`src/rtl/proc_pkg.sv`:
```
// Shared definitions for the instruction issue stage: field layout, widths and FSM states.
package proc_pkg;

  localparam int unsigned INSTR_W     = 32;
  localparam int unsigned OPC_W       = 5;
  localparam int unsigned REG_W       = 5;
  localparam int unsigned IMM_W       = 12;
  localparam int unsigned DEF_MC_BASE = 24;

  localparam int unsigned OPC_LSB = 27;
  localparam int unsigned RD_LSB  = 22;
  localparam int unsigned RS1_LSB = 17;
  localparam int unsigned RS2_LSB = 12;
  localparam int unsigned IMM_LSB = 0;

  // Field order matches the bit positions above, MSB first.
  typedef struct packed {
    logic [OPC_W-1:0] opc;
    logic [REG_W-1:0] rd;
    logic [REG_W-1:0] rs1;
    logic [REG_W-1:0] rs2;
    logic [IMM_W-1:0] imm;
  } instr_t;

  typedef enum logic [0:0] {
    StRun,
    StWait
  } issue_state_e;

  function automatic logic is_multi_cycle(logic [OPC_W-1:0] opc, int unsigned mc_base);
    return 32'(opc) >= mc_base;
  endfunction

endpackage

```
`src/rtl/opcode_issue_if.sv`:
```
// Upstream instruction handshake plus decoder-facing issue outputs of opcode_issue.
interface opcode_issue_if
  import proc_pkg::*;
#(
  parameter int unsigned DEPTH = 4
);
  localparam int unsigned CntW = $clog2(DEPTH + 1);

  logic               in_valid;
  logic               in_ready;
  logic [INSTR_W-1:0] in_instr;
  logic               hold;
  logic               flush;
  logic [OPC_W-1:0]   opcode;
  logic               enable;
  logic [REG_W-1:0]   rd;
  logic [REG_W-1:0]   rs1;
  logic [REG_W-1:0]   rs2;
  logic [IMM_W-1:0]   imm;
  logic               busy;
  logic [CntW-1:0]    count;

  modport master (
    output in_valid, in_instr, hold, flush,
    input  in_ready, opcode, enable, rd, rs1, rs2, imm, busy, count
  );

  modport slave (
    input  in_valid, in_instr, hold, flush,
    output in_ready, opcode, enable, rd, rs1, rs2, imm, busy, count
  );

endinterface

```
`src/rtl/instr_fifo.sv`:
```
// Instruction word FIFO; flush clears occupancy and pointers and overrides push/pop.
module instr_fifo
  import proc_pkg::*;
#(
  parameter int unsigned DEPTH = 4
) (
  input  logic                         clk,
  input  logic                         rst_n,
  input  logic                         push_i,
  input  logic                         pop_i,
  input  logic                         flush_i,
  input  logic [INSTR_W-1:0]           wdata_i,
  output logic [INSTR_W-1:0]           rdata_o,
  output logic [$clog2(DEPTH+1)-1:0]   count_o
);

  localparam int unsigned CntW = $clog2(DEPTH + 1);
  localparam int unsigned PtrW = $clog2(DEPTH);

  logic [INSTR_W-1:0] mem_q [DEPTH];
  logic [INSTR_W-1:0] mem_d [DEPTH];
  logic [PtrW-1:0]    wr_ptr_q, wr_ptr_d;
  logic [PtrW-1:0]    rd_ptr_q, rd_ptr_d;
  logic [CntW-1:0]    count_q, count_d;
  logic               push_ok, pop_ok;

  // Guard locally so a misbehaving caller can never over- or under-run.
  assign push_ok = push_i && !flush_i && (count_q != CntW'(DEPTH));
  assign pop_ok  = pop_i && !flush_i && (count_q != '0);

  always_comb begin
    mem_d    = mem_q;
    wr_ptr_d = wr_ptr_q;
    rd_ptr_d = rd_ptr_q;
    count_d  = count_q;
    if (flush_i) begin
      wr_ptr_d = '0;
      rd_ptr_d = '0;
      count_d  = '0;
    end else begin
      if (push_ok) begin
        mem_d[wr_ptr_q] = wdata_i;
        wr_ptr_d        = wr_ptr_q + PtrW'(1);
      end
      if (pop_ok) begin
        rd_ptr_d = rd_ptr_q + PtrW'(1);
      end
      unique case ({push_ok, pop_ok})
        2'b10:   count_d = count_q + CntW'(1);
        2'b01:   count_d = count_q - CntW'(1);
        default: count_d = count_q;
      endcase
    end
  end

  always_ff @(posedge clk or negedge rst_n) begin
    if (!rst_n) begin
      for (int i = 0; i < int'(DEPTH); i++) begin
        mem_q[i] <= '0;
      end
      wr_ptr_q <= '0;
      rd_ptr_q <= '0;
      count_q  <= '0;
    end else begin
      mem_q    <= mem_d;
      wr_ptr_q <= wr_ptr_d;
      rd_ptr_q <= rd_ptr_d;
      count_q  <= count_d;
    end
  end

  assign rdata_o = mem_q[rd_ptr_q];
  assign count_o = count_q;

endmodule

```
`src/rtl/opcode_issue.sv`:
```
// Issue stage ahead of the ALU decoder: buffers instructions and pulses enable once per issue,
// blocking further issue while a multi-cycle opcode occupies the ALU.
module opcode_issue
  import proc_pkg::*;
#(
  parameter int unsigned DEPTH     = 4,
  parameter int unsigned MC_BASE   = DEF_MC_BASE,
  parameter int unsigned MC_CYCLES = 3
) (
  input  logic         clk,
  input  logic         rst_n,
  opcode_issue_if.slave bus
);

  localparam int unsigned CntW  = $clog2(DEPTH + 1);
  localparam int unsigned WaitW = $clog2(MC_CYCLES + 1);

  logic [CntW-1:0]    count;
  logic [INSTR_W-1:0] head;
  logic               in_ready;
  logic               fifo_push;
  logic               fifo_pop;
  instr_t             head_fields;

  issue_state_e       state_q, state_d;
  logic [WaitW-1:0]   wait_q, wait_d;
  logic               enable_q, enable_d;
  logic               busy_q, busy_d;
  instr_t             fields_q, fields_d;

  assign in_ready    = (count != CntW'(DEPTH)) && !bus.flush;
  assign fifo_push   = bus.in_valid && in_ready;
  assign head_fields = head;

  instr_fifo #(
    .DEPTH (DEPTH)
  ) u_fifo (
    .clk     (clk),
    .rst_n   (rst_n),
    .push_i  (fifo_push),
    .pop_i   (fifo_pop),
    .flush_i (bus.flush),
    .wdata_i (bus.in_instr),
    .rdata_o (head),
    .count_o (count)
  );

  always_comb begin
    state_d  = state_q;
    wait_d   = wait_q;
    fields_d = fields_q;
    enable_d = 1'b0;
    fifo_pop = 1'b0;
    unique case (state_q)
      StRun: begin
        if ((count != '0) && !bus.hold && !bus.flush) begin
          fifo_pop = 1'b1;
          enable_d = 1'b1;
          fields_d = head_fields;
          if (is_multi_cycle(head_fields.opc, MC_BASE)) begin
            state_d = StWait;
            wait_d  = WaitW'(MC_CYCLES - 1);
          end
        end
      end
      StWait: begin
        // Countdown runs regardless of hold; issue resumes the edge after reaching RUN.
        if (wait_q == WaitW'(1)) begin
          state_d = StRun;
          wait_d  = '0;
        end else begin
          wait_d = wait_q - WaitW'(1);
        end
      end
    endcase
    if (bus.flush) begin
      state_d  = StRun;
      wait_d   = '0;
      enable_d = 1'b0;
      fifo_pop = 1'b0;
    end
    busy_d = (state_d == StWait);
  end

  always_ff @(posedge clk or negedge rst_n) begin
    if (!rst_n) begin
      state_q  <= StRun;
      wait_q   <= '0;
      enable_q <= 1'b0;
      busy_q   <= 1'b0;
      fields_q <= '0;
    end else begin
      state_q  <= state_d;
      wait_q   <= wait_d;
      enable_q <= enable_d;
      busy_q   <= busy_d;
      fields_q <= fields_d;
    end
  end

  assign bus.in_ready = in_ready;
  assign bus.count    = count;
  assign bus.enable   = enable_q;
  assign bus.busy     = busy_q;
  assign bus.opcode   = fields_q.opc;
  assign bus.rd       = fields_q.rd;
  assign bus.rs1      = fields_q.rs1;
  assign bus.rs2      = fields_q.rs2;
  assign bus.imm      = fields_q.imm;

endmodule

```
`src/flat_wrapper.sv`:
```
// flat-port wrapper written by rule: the top's interface ports become plain ports
module opcode_issue_flat import proc_pkg::*;
#(
  parameter int unsigned DEPTH     = 4,
  parameter int unsigned MC_BASE   = DEF_MC_BASE,
  parameter int unsigned MC_CYCLES = 3
)
  (clk, rst_n, bus_in_valid, bus_in_instr, bus_hold, bus_flush, bus_in_ready, bus_opcode, bus_enable, bus_rd, bus_rs1, bus_rs2, bus_imm, bus_busy, bus_count);
  opcode_issue_if #(.DEPTH(DEPTH)) bus_i ();
  input  logic clk;
  input  logic rst_n;
  input wire logic [$bits(bus_i.in_valid)-1:0] bus_in_valid;
  input wire logic [$bits(bus_i.in_instr)-1:0] bus_in_instr;
  input wire logic [$bits(bus_i.hold)-1:0] bus_hold;
  input wire logic [$bits(bus_i.flush)-1:0] bus_flush;
  output wire logic [$bits(bus_i.in_ready)-1:0] bus_in_ready;
  output wire logic [$bits(bus_i.opcode)-1:0] bus_opcode;
  output wire logic [$bits(bus_i.enable)-1:0] bus_enable;
  output wire logic [$bits(bus_i.rd)-1:0] bus_rd;
  output wire logic [$bits(bus_i.rs1)-1:0] bus_rs1;
  output wire logic [$bits(bus_i.rs2)-1:0] bus_rs2;
  output wire logic [$bits(bus_i.imm)-1:0] bus_imm;
  output wire logic [$bits(bus_i.busy)-1:0] bus_busy;
  output wire logic [$bits(bus_i.count)-1:0] bus_count;
  assign bus_i.in_valid = bus_in_valid;
  assign bus_i.in_instr = bus_in_instr;
  assign bus_i.hold = bus_hold;
  assign bus_i.flush = bus_flush;
  assign bus_in_ready = bus_i.in_ready;
  assign bus_opcode = bus_i.opcode;
  assign bus_enable = bus_i.enable;
  assign bus_rd = bus_i.rd;
  assign bus_rs1 = bus_i.rs1;
  assign bus_rs2 = bus_i.rs2;
  assign bus_imm = bus_i.imm;
  assign bus_busy = bus_i.busy;
  assign bus_count = bus_i.count;
  opcode_issue #(.DEPTH(DEPTH), .MC_BASE(MC_BASE), .MC_CYCLES(MC_CYCLES)) u_core (.clk(clk), .rst_n(rst_n), .bus(bus_i));
endmodule
```
`config.mk`:
```
export PLATFORM = sky130hd
export DESIGN_NAME = opcode_issue_flat
export DESIGN_NICKNAME = d
export VERILOG_FILES = /design/src/rtl/proc_pkg.sv /design/src/rtl/opcode_issue_if.sv /design/src/rtl/instr_fifo.sv /design/src/rtl/opcode_issue.sv /design/src/flat_wrapper.sv
export SDC_FILE = /design/constraint.sdc
export NUM_CORES = 1
export LEC_CHECK = 0
export CAP_MARGIN = 30
export CORE_MARGIN = 4
export CORE_UTILIZATION = 50
export CTS_BUF_LIST = sky130_fd_sc_hd__clkbuf_4
export CTS_CLUSTER_SIZE = 20
export DETAILED_ROUTE_END_ITERATION = 8
export GPL_TIMING_DRIVEN = 0
export PLACE_DENSITY = 0.73
export SLEW_MARGIN = 20
export SYNTH_ARGS = -nofsm -noshare
export SYNTH_HDL_FRONTEND = slang
export SYNTH_HIERARCHICAL = 1
export SYNTH_SLANG_ARGS = --single-unit
```
`constraint.sdc`:
```
create_clock -name clk -period 3.4 [get_ports clk]
set_clock_uncertainty 0.1 [all_clocks]
set_input_delay 0.34 -clock clk [delete_from_list [all_inputs] [get_ports clk]]
set_output_delay 0.34 -clock clk [all_outputs]
set_load 0.005 [all_outputs]
```
Yosys cells after proc, flatten, opt, wreduce, memory -nomap -nowiden. Cells that the tools add are included.

Output and inout port bits: 38. Flip-flop bits (word level): 171. Word-level logic and storage cells: 77. Bits of input ports: 37.

Bitwise operators: 4. Mux-type cells: 25. $add $sub $neg: 5. Magnitude comparators: 4. Equal/unequal tests: 6. Reduce and logical (&&, ||, !) cells: 18.

Operators with widths (count): 128-bit bitwise mux (1); 32-bit 2-to-1 mux (3); 32-bit binary-select mux with 2-bit select (1); 32-bit demux with 2-bit select (1); 2-bit 2-to-1 mux (8); 1-bit logical AND (9); 1-bit 2-to-1 mux (7); 3-bit greater-or-equal comparator (second input constant) (2); 3-bit by 2-bit inequality test with 1-bit output (second input constant) (2); 2-bit NOT with 3-bit output (2); 3-bit case mux with 2 select lines (1); 2-bit AND reduction (3); 3-bit nonzero test (2); 5-bit greater-or-equal comparator (second input constant) (1); 2-bit by 1-bit adder with 2-bit output (second input constant) (2); 2-bit by 1-bit equality test with 1-bit output (second input constant) (2); 2-bit case mux with 2 select lines (1); 2-bit nonzero test (2); 3-bit by 1-bit adder with 3-bit output (second input constant) (1); 3-bit by 1-bit less-than comparator with 1-bit output (second input constant) (1); 3-bit 2-to-1 mux (1); 3-bit inequality test (second input constant) (1); 3-bit by 1-bit subtractor with 3-bit output (second input constant) (1); 2-bit equality test (second input constant) (1); other kinds (4) (6).

Depth between registers and ports, before layout.
Depth in word-level cells: 11. Depth in mapped cells: 11. Gate-level depth less buffers: 9.

By module. Netlist, hierarchy kept.

Modules (own cells, without submodules): instr_fifo (area each 6744.0 um^2, cells an instance 377, times used 1, seq. area each 3378.2 um^2); opcode_issue (area each 1541.5 um^2, cells an instance 89, times used 1, seq. area each 900.9 um^2).

Worst setup path after synthesis. No wires, ideal clock.

Path kind: reg2reg. Start point: register u_core.u_fifo.count_q[1], in the netlist u_core/u_fifo/count_o[1]. End point: register u_core.u_fifo.count_q[1], in the netlist u_core/u_fifo/count_o[1]. Data required time: 3.165 ns. Library setup time: 0.135 ns. Arrival time: 2.489 ns. Setup slack: 0.676 ns. Cell stages (with the launch flop): 11. Cells stage by stage: dfrtp_1 > nor3_1 > or4_1 > buf_6 > buf_12 > inv_1 > clkbuf_1 > and3_1 > fa_1 > a22oi_1 > a221oi_1.

Longest elaborated chain between the ends: 11.

Ends and longest elaborated chain: start, declared (line instr_fifo.sv:24) `logic [CntW-1:0] count_q, count_d;`; start signal, assigned (line instr_fifo.sv:68) `count_q <= count_d;`; 3-bit nonzero test (*) (line opcode_issue.sv:56) `if ((count != '0) && !bus.hold && !bus.flush) begin`; 1-bit logical AND (*) (2 in a row) (line opcode_issue.sv:56); 1-bit 2-to-1 mux (*) (3 in a row); net u_core.enable_d (line opcode_issue.sv:27) `logic enable_q, enable_d;`; 1-bit logical AND (*) (2 in a row) (line instr_fifo.sv:29) `assign pop_ok = pop_i && !flush_i && (count_q != '0);`; 2-bit by 1-bit equality test with 1-bit output / 2-bit equality test (equally long branches) (line instr_fifo.sv:48) `unique case ({push_ok, pop_ok})`; 3-bit case mux with 2 select lines (line instr_fifo.sv:48); 3-bit 2-to-1 mux (line instr_fifo.sv:36) `if (flush_i) begin`.

The timed path passes the listed nets; every way through them passes the cells marked *. A chain may end at the register's enable or synchronous reset.

Worst setup path after layout. Same ends and word-level chain as after synthesis.

==> reports/results.ini <==
[status]
status = finished clean

[placement]
buffer_ports.inserted = 74
post-place-ws_ns = -0.102
placed_cells = 757
hpwl_mm = 10.6
gp_congestion = 0.780

[timing]
hold_viol_final = 0
post-route-period-util = 0.919
clock.fmax_ghz = 0.320
setup_ws_ns = 0.276
period_needed_ns = 3.12
slew_violations = 0
final-setup-viol-count = 0
rsz0062_at_grt = false
tightest_slew_ns = 0.771
fin_setup_tns_ns = 0
slew_headroom = 0.486

[logic_synthesis]
synth_seq_cells = 171
synth.area.top_cells = dfrtp_1 (52%), mux2_4 (27%), mux4_2 (8.7%)
async_flop_share = 1.00
syn_avg_cell_area_um2 = 17.8
yosysWarningCount = 6
yosys.area.top_type = dfrtp_1
synth_top_area_frac = 0.516
synth_nets = 509
synth-edff-count = 0
netlist_area_um2 = 8290
yosys-top-cells-count = dfrtp_1 (171), mux2_4 (148), mux4_2 (32), buf_12 (15), mux2_2 (13)
yosysMostFrequentCell = dfrtp_1
synth-main-ff-cell = dfrtp_1
syn_inst = 466
yosysSeqAreaShare = 0.516
yosysUniqueCellTypes = 43

[route]
vias = 4250
drt_iter0_markers = 215
first_pass_iters = 4
post_drt_wl_per_cell_um = 20.4
drc_errors = 0
viasPerCell = 5.38
detail-route-antenna-nets = 0
routed_wl_mm = 16.1

[min_path]
hp-class = in2async

[clocking]
cts_tree = yes
clk_pin_slew_ns = 0.13
cts_resized = 0
clkLatencyLatePin_ns = 0.56
root_buffer = clkbuf_4
numCtsBuffers = 17
cts_buffer_depth = 2
cts_htree_levels = 4
cts_sinks = 171

[global_routing]
grt_antenna_before_repair = 1
grtUsageTotal = 0.187
grt.overflow.total = 0
grt_max_degree = 89
first_global_vias = 4827
grt_first_pass_wirelength_mm = 26.7

[critical_path]
cp-startpoint = u_core/u_fifo/count_o[1]
cpMaxStageDelayCell = dfrtp_1
worstPathCellList = nor3_1, or4_1, buf_6, buf_12, inv_1, clkbuf_1, and3_1, fa_1, a22oi_1, a221oi_1
reg2reg_to = u_core/u_fifo/count_o[1]
path_class = reg2reg
slowest_delay_ns = 0.52
start_kind = flip-flop
cp_max_fo = 10
critPathArrivalTime_ns = 3.46
rr_worst_depth = 10
r2r_slack_ns = 0.28
critical_path.endpoint = u_core/u_fifo/count_o[1]
critPathCaptureType = flip-flop
crit_required_ns = 3.73
r2r_start = u_core/u_fifo/count_o[1]

[pwr]
p_leak_nw = 4.73
vdd.ir_drop.worst_v = 0.000315
power_density_nw_per_um2 = 519

[job]
drv_cap = 0

[cells_and_area]
multiInputGateArea_um2 = 3590
area.growth.synth_to_final_pct = 16.5
register_area_um2 = 4280
layout-drive-gt1-share = 0.445
fin_nets = 604
layout.cells.non_filler = 790
fillers = 1165

[floorplan]
die_y_um = 137
core_area_um2 = 16100
start_util = 0.516
ios = 75
die_w_um = 137
rows = 46
die-area_um2 = 18700

-- per-stage QoR --
step	util	instance area (um^2)	hold slack [ns]	power, W
CTS	0.601	9650	0.236	0.00508
finish	0.601	9650	0.236	0.00501
floorplan	-	8290	-0.0556	0.00328
global placement	0.579	9300	0.379	0.00373
global route	0.601	9650	0.244	0.00528
detailed placement	0.581	9330	0.278	0.00378
-- worst min-delay path by stage --
stage,from,to,cells after the start
2_1_floorplan,rst_n,u_core/bus.busy,0
3_3_place_gp,u_core/wait_q[0],u_core/wait_q[0],1
3_5_place_dp,rst_n,u_core/u_fifo/mem_q[109],1
4_1_cts,rst_n,u_core/u_fifo/mem_q[109],2
5_1_grt,rst_n,u_core/u_fifo/mem_q[77],2
6_report,rst_n,u_core/u_fifo/mem_q[77],2
-- layout by cell type, fill, tap and decap left out, types with 2 or more instances in the layout --
| master | instances |
|---|---|
| a21oi_1 | 5 |
| a221oi_1 | 2 |
| buf_12 | 15 |
| buf_2 | 7 |
| buf_6 | 2 |
| bufinv_16 | 4 |
| clkbuf_1 | 7 |
| clkbuf_4 | 18 |
| clkdlybuf4s50_1 | 73 |
| clkinv_1 | 3 |
| clkinv_2 | 2 |
| clkinv_4 | 2 |
| dfrtp_1 | 171 |
| ha_1 | 5 |
| inv_1 | 8 |
| mux2_2 | 13 |
| mux2_4 | 148 |
| mux4_2 | 32 |
| nand2_1 | 3 |
| nand2b_1 | 3 |
| nand3_1 | 3 |
| nand3_4 | 4 |
| nor2_1 | 5 |
| nor3_1 | 2 |
| o21ai_0 | 4 |
| o22ai_1 | 2 |
| or3b_1 | 2 |
| xor2_1 | 2 |
-- worst max-delay path, delay by kind of cell (launching register included) --
kind                     cells  cell delay [ns]
adder cells (fa/ha/maj)      1             0.45
buffers and inverters        4             0.84
AND/OR/NAND/NOR              3             0.79
AO/OA/AOI/OAI                2             0.30
flip-flops                   1             0.52
-- cells by family after synthesis --
kind of cell / count (synthesis) / share of synthesized area
xor gates and xnor gates: 3 / 0.00317
AOI/OAI and AO/OA: 23 / 0.0192
adders and majority gates: 6 / 0.00997
buffers and inverters: 39 / 0.0500
and+or+nand+nor: 31 / 0.0284
muxes: 193 / 0.373
DFF: 171 / 0.516
-- routing by layer --
metal / vias to the layer above / wire (um) / global-route usage
li1: 1906 / - / -
met1: 2256 / 7250 / 0.253
met2: 76 / 8040 / 0.302
met3: 12 / 612 / 0.0507
met4: 0 / 197 / 0.0476
met5: - / 0 / 0
-- final cells by class --
type | instances | share of cell area
flip-flops and latches | 171 | 0.443
multi-input cells | 256 | 0.372
repair buffers | 76 | 0.0812
plain buffers | 31 | 0.0398
well taps | 216 | 0.0280
clock inverters | 13 | 0.0181
clock buffers | 18 | 0.0140
inverters | 8 | 0.00311
diodes | 1 | 0.000259
-- flip-flops by register name, summed over array words and instances (netlist names), 2 cells and up --
signal,cells
u_core/bus.rs1,5
u_core/bus.opcode,5
u_core/wait_q,2
u_core/u_fifo/rd_ptr_q,2
u_core/bus.rd,5
u_core/u_fifo/count_o,3
u_core/bus.rs2,5
u_core/u_fifo/wr_ptr_q,2
u_core/bus.imm,12
u_core/u_fifo/mem_q,128
-- timing repair --
| item | in CTS | in global routing |
|---|---|---|
| hold buffers | 1 | 0 |
| buffers inserted | 0 | 0 |
| hold endpoints to repair | 83 | 0 |
-- power by group --
part           total (W)  switching (W)  internal [W]
sequential       0.00261       0.000214       0.00240
clock            0.00127       0.000690      0.000583
combinational    0.00113       0.000295      0.000831
total            0.00501        0.00120       0.00381
No activity file was read; power rests on OpenSTA's default activity.
